File: config.mk
export PLATFORM = sky130hd
export DESIGN_NAME = uart_rx_framer
export DESIGN_NICKNAME = d
export VERILOG_FILES = /design/src/rtl/uart_rx_framer_pkg.sv /design/src/rtl/uart_baud_timer.sv /design/src/rtl/uart_rx_framer.sv
export SDC_FILE = /design/constraint.sdc
export NUM_CORES = 1
export LEC_CHECK = 0
export ABC_AREA = 1
export BUFFER_PORTS_ARGS = -buffer_cell sky130_fd_sc_hd__buf_2
export CAP_MARGIN = 20
export CELL_PAD_IN_SITES_DETAIL_PLACEMENT = 0
export CELL_PAD_IN_SITES_GLOBAL_PLACEMENT = 1
export CORE_MARGIN = 3
export CORE_UTILIZATION = 29
export DETAILED_ROUTE_END_ITERATION = 10
export PLACE_DENSITY_LB_ADDON = 0.08
export SYNTH_ARGS = -nofsm -noshare
export SYNTH_HDL_FRONTEND = slang
export SYNTH_SLANG_ARGS = --single-unit
export TNS_END_PERCENT = 1
File: constraint.sdc
create_clock -name clk -period 2.55 [get_ports clk]
set_input_delay 0.765 -clock clk [delete_from_list [all_inputs] [get_ports clk]]
set_output_delay 0.765 -clock clk [all_outputs]
set_load 0.02 [all_outputs]
File: src/rtl/uart_rx_framer_pkg.sv
// Shared definitions for the UART receive framer: FSM state encoding,
// the default baud divisor and the 3-sample majority helper.
package uart_rx_framer_pkg;

    localparam int CLOCKS_PER_BAUD_DEFAULT = 868;

    typedef enum logic [2:0] {
        ST_IDLE  = 3'd0,
        ST_START = 3'd1,
        ST_DATA  = 3'd2,
        ST_STOP  = 3'd3,
        ST_BREAK = 3'd4
    } state_e;

    function automatic logic majority3(input logic [2:0] s);
        return (s[0] & s[1]) | (s[0] & s[2]) | (s[1] & s[2]);
    endfunction

endpackage

File: src/rtl/uart_baud_timer.sv
// Loadable down-counter for bit timing; holds at zero and reports it,
// so it never wraps between reloads.
module uart_baud_timer #(
    parameter int TIMER_BITS = 32
) (
    input  logic                  clk,
    input  logic                  rst_i,
    input  logic                  load_i,
    input  logic                  enable_i,
    input  logic [TIMER_BITS-1:0] load_val_i,
    output logic                  zero_o
);

    logic [TIMER_BITS-1:0] cnt_q;
    logic [TIMER_BITS-1:0] cnt_d;

    // NOTE: always_comb assigns every output a default first, so no latch can be inferred.
    always_comb begin
        cnt_d = cnt_q;
        if (load_i) begin
            cnt_d = load_val_i;
        end else if (enable_i && (cnt_q != '0)) begin
            cnt_d = cnt_q - TIMER_BITS'(1);
        end
    end

    // NOTE: sequential state is updated only with non-blocking assignments.
    always_ff @(posedge clk or posedge rst_i) begin
        if (rst_i) begin
            cnt_q <= '0;
        end else begin
            cnt_q <= cnt_d;
        end
    end

    assign zero_o = (cnt_q == '0);

endmodule

File: src/rtl/uart_rx_framer.sv
// 8N1 oversampling UART receiver: pin synchroniser, mid-bit majority vote,
// frame FSM and a valid/ready output register with framing/overrun pulses.
module uart_rx_framer
    import uart_rx_framer_pkg::*;
#(
    parameter int TIMER_BITS      = 32,
    parameter int CLOCKS_PER_BAUD = CLOCKS_PER_BAUD_DEFAULT,
    parameter int DATA_BITS       = 8
) (
    input  logic                 clk,
    input  logic                 i_reset,
    input  logic                 i_rx,
    output logic [DATA_BITS-1:0] o_data,
    output logic                 o_valid,
    input  logic                 i_ready,
    output logic                 o_frame_err,
    output logic                 o_overrun,
    output logic                 o_busy
);

    localparam int IDX_W = (DATA_BITS > 1) ? $clog2(DATA_BITS) : 1;
    localparam logic [IDX_W-1:0]      LAST_IDX  = IDX_W'(DATA_BITS - 1);
    localparam logic [TIMER_BITS-1:0] HALF_LOAD = TIMER_BITS'(CLOCKS_PER_BAUD / 2 - 1);
    localparam logic [TIMER_BITS-1:0] FULL_LOAD = TIMER_BITS'(CLOCKS_PER_BAUD - 1);

    logic                 sync1_q, sync2_q;
    logic [1:0]           fill_q;
    logic [2:0]           hist_q;
    logic                 armed_q;
    state_e               state_q;
    logic [IDX_W-1:0]     bit_idx_q;
    logic [DATA_BITS-1:0] shift_q;
    logic                 deliver_q;
    logic                 frame_err_q;
    logic [DATA_BITS-1:0] data_q, data_d;
    logic                 valid_q, valid_d;
    logic                 overrun_q, overrun_d;

    logic                  rx_s;
    logic                  vote;
    logic                  timer_zero;
    logic                  timer_load;
    logic [TIMER_BITS-1:0] timer_val;

    assign rx_s = sync2_q;
    assign vote = majority3(hist_q);

    // fill_q marks when the synchroniser holds real pin samples rather than
    // reset values, so a line held low across reset cannot arm the receiver.
    always_ff @(posedge clk or posedge i_reset) begin
        if (i_reset) begin
            sync1_q <= 1'b1;
            sync2_q <= 1'b1;
            hist_q  <= 3'b111;
            fill_q  <= 2'b00;
            armed_q <= 1'b0;
        end else begin
            sync1_q <= i_rx;
            sync2_q <= sync1_q;
            hist_q  <= {hist_q[1:0], sync2_q};
            fill_q  <= {fill_q[0], 1'b1};
            if (fill_q[1] && sync2_q) begin
                armed_q <= 1'b1;
            end
        end
    end

    assign timer_load = ((state_q == ST_IDLE) && armed_q && !rx_s) ||
                        (((state_q == ST_START) || (state_q == ST_DATA)) && timer_zero);
    assign timer_val  = (state_q == ST_IDLE) ? HALF_LOAD : FULL_LOAD;

    uart_baud_timer #(
        .TIMER_BITS (TIMER_BITS)
    ) u_baud_timer (
        .clk        (clk),
        .rst_i      (i_reset),
        .load_i     (timer_load),
        .enable_i   (1'b1),
        .load_val_i (timer_val),
        .zero_o     (timer_zero)
    );

    always_ff @(posedge clk or posedge i_reset) begin
        if (i_reset) begin
            state_q     <= ST_IDLE;
            bit_idx_q   <= '0;
            shift_q     <= '0;
            deliver_q   <= 1'b0;
            frame_err_q <= 1'b0;
        end else begin
            deliver_q   <= 1'b0;
            frame_err_q <= 1'b0;
            case (state_q)
                ST_IDLE: begin
                    if (armed_q && !rx_s) state_q <= ST_START;
                end
                ST_START: begin
                    if (timer_zero) begin
                        if (vote) begin
                            state_q <= ST_IDLE;
                        end else begin
                            state_q   <= ST_DATA;
                            bit_idx_q <= '0;
                        end
                    end
                end
                ST_DATA: begin
                    if (timer_zero) begin
                        shift_q <= {vote, shift_q[DATA_BITS-1:1]};
                        if (bit_idx_q == LAST_IDX) begin
                            state_q <= ST_STOP;
                        end else begin
                            bit_idx_q <= bit_idx_q + IDX_W'(1);
                        end
                    end
                end
                ST_STOP: begin
                    // Leaving at mid-stop lets the next start edge be caught early.
                    if (timer_zero) begin
                        if (vote) begin
                            deliver_q <= 1'b1;
                            state_q   <= ST_IDLE;
                        end else begin
                            frame_err_q <= 1'b1;
                            state_q     <= ST_BREAK;
                        end
                    end
                end
                ST_BREAK: begin
                    if (rx_s) state_q <= ST_IDLE;
                end
                default: state_q <= ST_IDLE;
            endcase
        end
    end

    always_comb begin
        data_d    = data_q;
        valid_d   = valid_q;
        overrun_d = 1'b0;
        if (deliver_q) begin
            if (!valid_q || i_ready) begin
                data_d  = shift_q;
                valid_d = 1'b1;
            end else begin
                overrun_d = 1'b1;
            end
        end else if (valid_q && i_ready) begin
            valid_d = 1'b0;
        end
    end

    always_ff @(posedge clk or posedge i_reset) begin
        if (i_reset) begin
            data_q    <= '0;
            valid_q   <= 1'b0;
            overrun_q <= 1'b0;
        end else begin
            data_q    <= data_d;
            valid_q   <= valid_d;
            overrun_q <= overrun_d;
        end
    end

    assign o_data      = data_q;
    assign o_valid     = valid_q;
    assign o_overrun   = overrun_q;
    assign o_frame_err = frame_err_q;
    assign o_busy      = (state_q != ST_IDLE);

endmodule

==> flow_summary.toml <==
[run_status]
status = "finished, final reports clean"

[critical_path]
reg2regPathDepth = 8
crit_slowest_cell = "dfrtp_1"
critical_path_required_ps = 2750
slowest_delay_ps = 370
crit_chain = "inv_1 -> ha_1 -> nand2_4 -> nor2_8 -> nand2_1 -> nor2_4 -> buf_4 -> nor3_1"
arrival_ps = 2280
worstSetupStartpointType = "register"
crit_fanout = 17
critPathKind = "reg2reg"
crit_path_end_kind = "register"

[timing]
relSlewSlack_pct = 54.38
grt_setup_unrepaired = "no"
min_period_ps = 2085
max_freq_ghz = 0.4796
setup_violations = 0
drv_slew = 0
worst_slew_pin_slew_ps = 679.1
period_share_pct = 81.77
fin_hold_ws_ps = 353.9
final.setup.tns_ps = 0
finalClockSkew_ps = 4.475
finalHoldViolCount = 0

[detailed_routing]
drt_iter0_drc = 96
wirelength_microns = 8263
drc_errors = 0
ant_nets = 0
first_pass_iters = 4
vias = 2628
via_per_inst = 4.531
wire_per_inst_microns = 14.25

[global_route]
grt-ovfl-total = 0
grt_pass1_vias = 2601
grt_pass1_wl_microns = 13720
grt_max_degree = 26
grt_usage_pct = 13.47
antenna_found_initial = 0

[power]
p_leak_nw = 2.004
power_mw = 4.388
peakVddDrop_uv = 359.5
pwr_density_cell_nw_per_um2 = 1085

[clock_tree]
cts.sinks = 66
post_cts_resized = 0
cts_hold_buf = 0
worstSkewPairLatency_ps = 330
h-tree-depth = 3
path_clk_slew_ps = 60
clockRootBuffer = "clkbuf_16"
cts_tree = "done"
clock_path_buffers = 2
cts_made_buffers = 9
cts_setup_buffers = 0

[logic_synthesis]
synth-compound-area-share_pct = 6.508
ys_ff_latch = 66
synth.mux.area_fraction_pct = 0.3201
synth_xor_area_share_pct = 4.979
synthSimpleGateAreaFrac_pct = 33.36
synthAdderAreaFrac_pct = 1.067
synth_top_cell_area_share_pct = 43.39
post-synth-top-area-cell = "dfrtp_1"
synth_top_family_by_area = "simple AND/OR/NAND/NOR gates"
synthTopCellsByArea = "dfrtp_1 (43%), nand2_1 (10%), nor2_1 (6.7%)"
synth_area_sq_um = 3518
avgSynthCellArea_sq_um = 8.602
syn_nets = 416
ys.flop_type = "dfrtp_1"
async_flop_share_pct = 100.0
synth-edff-count = 0
synthCells = 409
synth_warnings = 0
synth.distinct_cells = 33
yosysSeqAreaShare_pct = 47.12

[place]
place_congestion = 0.8051
dpl.hpwl_microns = 6070
io_buffers = 15

[die]
dieArea_sq_um = 13490
start_util_pct = 30.30
die_h_microns = 116.1
ioPinCount = 16
core_sq_um = 11610
fp-row-count = 39
fp.dieW_microns = 116.1

[cells_and_area]
areaGrowthSynthToFinish_pct = 14.94
drive_above_1_share_pct = 19.45
fill_cells = 1228
final_nets = 440
antenna_cells = 0

[min_path]
hold_depth = 0
hp-class = "reg2reg"

[job]
cap_violations = 0
[cell usage after synthesis (3+ instances only)]
library cell and n:
dfstp_2 5, inv_1 40, nand2_4 5, o21ai_2 7
nor2_2 6, nand3_1 20, nor2_1 63, xor2_1 14
xnor2_1 6, o21ai_0 18, nor3_1 8, ha_1 3
a21oi_1 5, nand4_1 10, nand2_1 96, nor3_2 20
dfrtp_1 61
[where the power goes]
part / internal [mW] / switching, mW
clock network: 0.848 / 0.464
registers: 1.27 / 0.224
logic: 0.523 / 1.06
total: 2.64 / 1.75
[layout by cell type (no fill, tap or decap), types with 3 or more instances in the layout]
cell	count
a21oi_1	5
buf_2	15
buf_4	3
clkbuf_16	9
dfrtp_1	61
dfstp_2	5
ha_1	3
inv_1	39
nand2_1	96
nand2_4	5
nand3_1	20
nand4_1	10
nor2_1	63
nor2_2	6
nor3_1	8
nor3_2	20
o21ai_0	18
o21ai_2	7
xnor2_1	6
xor2_1	14
[critical path: cells and delay by family, from the launching register on]
kind / cells / cell delay (ps)
and+or+nand+nor: 5 / 790
DFF: 1 / 370
buffers and inverters: 2 / 460
adders and majority gates: 1 / 320
[final timing paths]
path	to	from	slack, ps
min in group asynchronous	o_overrun	i_reset	430
worst min register to register	rx_s	sync1_q	350
worst max register to register	u_baud_timer.cnt_q[11]	u_baud_timer.cnt_q[0]	460
max in group asynchronous	u_baud_timer.cnt_q[22]	i_reset	1510
worst min-delay path	rx_s	sync1_q	350
worst max-delay path	u_baud_timer.cnt_q[11]	u_baud_timer.cnt_q[0]	460
[layer usage]
layer | vias up | track usage [%] | routed length [microns]
met1 | 1224 | 19.70 | 4351
met3 | 10 | 2.798 | 199
met4 | 0 | 5.800 | 161
met5 | - | 0 | 0
met2 | 35 | 19.22 | 3551
li1 | 1359 | - | -
[stage by stage]
stage | setup WS, ps | utilization (%) | cells | instance area (sq um)
after floorplan | 138.5 | - | 409 | 3518
after global placement | 493.0 | 32.16 | 565 | 3735
after detailed placement | 445.0 | 32.16 | 565 | 3735
after CTS | 439.2 | 34.82 | 580 | 4044
after global routing | 263.6 | 34.82 | 580 | 4044
final | 464.9 | 34.82 | 580 | 4044
[area by class of cell]
class	instances	area, sq um	area share (%)
Timing Repair Buffer	19	117.6	2.908
Clock buffer	10	229.0	5.662
Multi-Input combinational cell	297	1630	40.32
Inverter	40	150.1	3.713
Clock inverter	5	80.08	1.980
Sequential cell	66	1658	41.00
Tap cell	143	178.9	4.425
[state kept, by name (all words and copies together), names as in the netlist, 2 cells and up]
register and cells:
state_q 3, fill_q 2, hist_q 3, o_data 8, shift_q 8, bit_idx_q 3
u_baud_timer.cnt_q 32
[logic make-up after synthesis]
logic type / after synthesis
xor gates and xnor gates: 20
DFF: 66
muxes: 1
buffers and inverters: 46
and+or+nand+nor: 235
adders and majority gates: 3
AOI/OAI and AO/OA: 37
other: 1
Power figures use the tool's default switching activity.
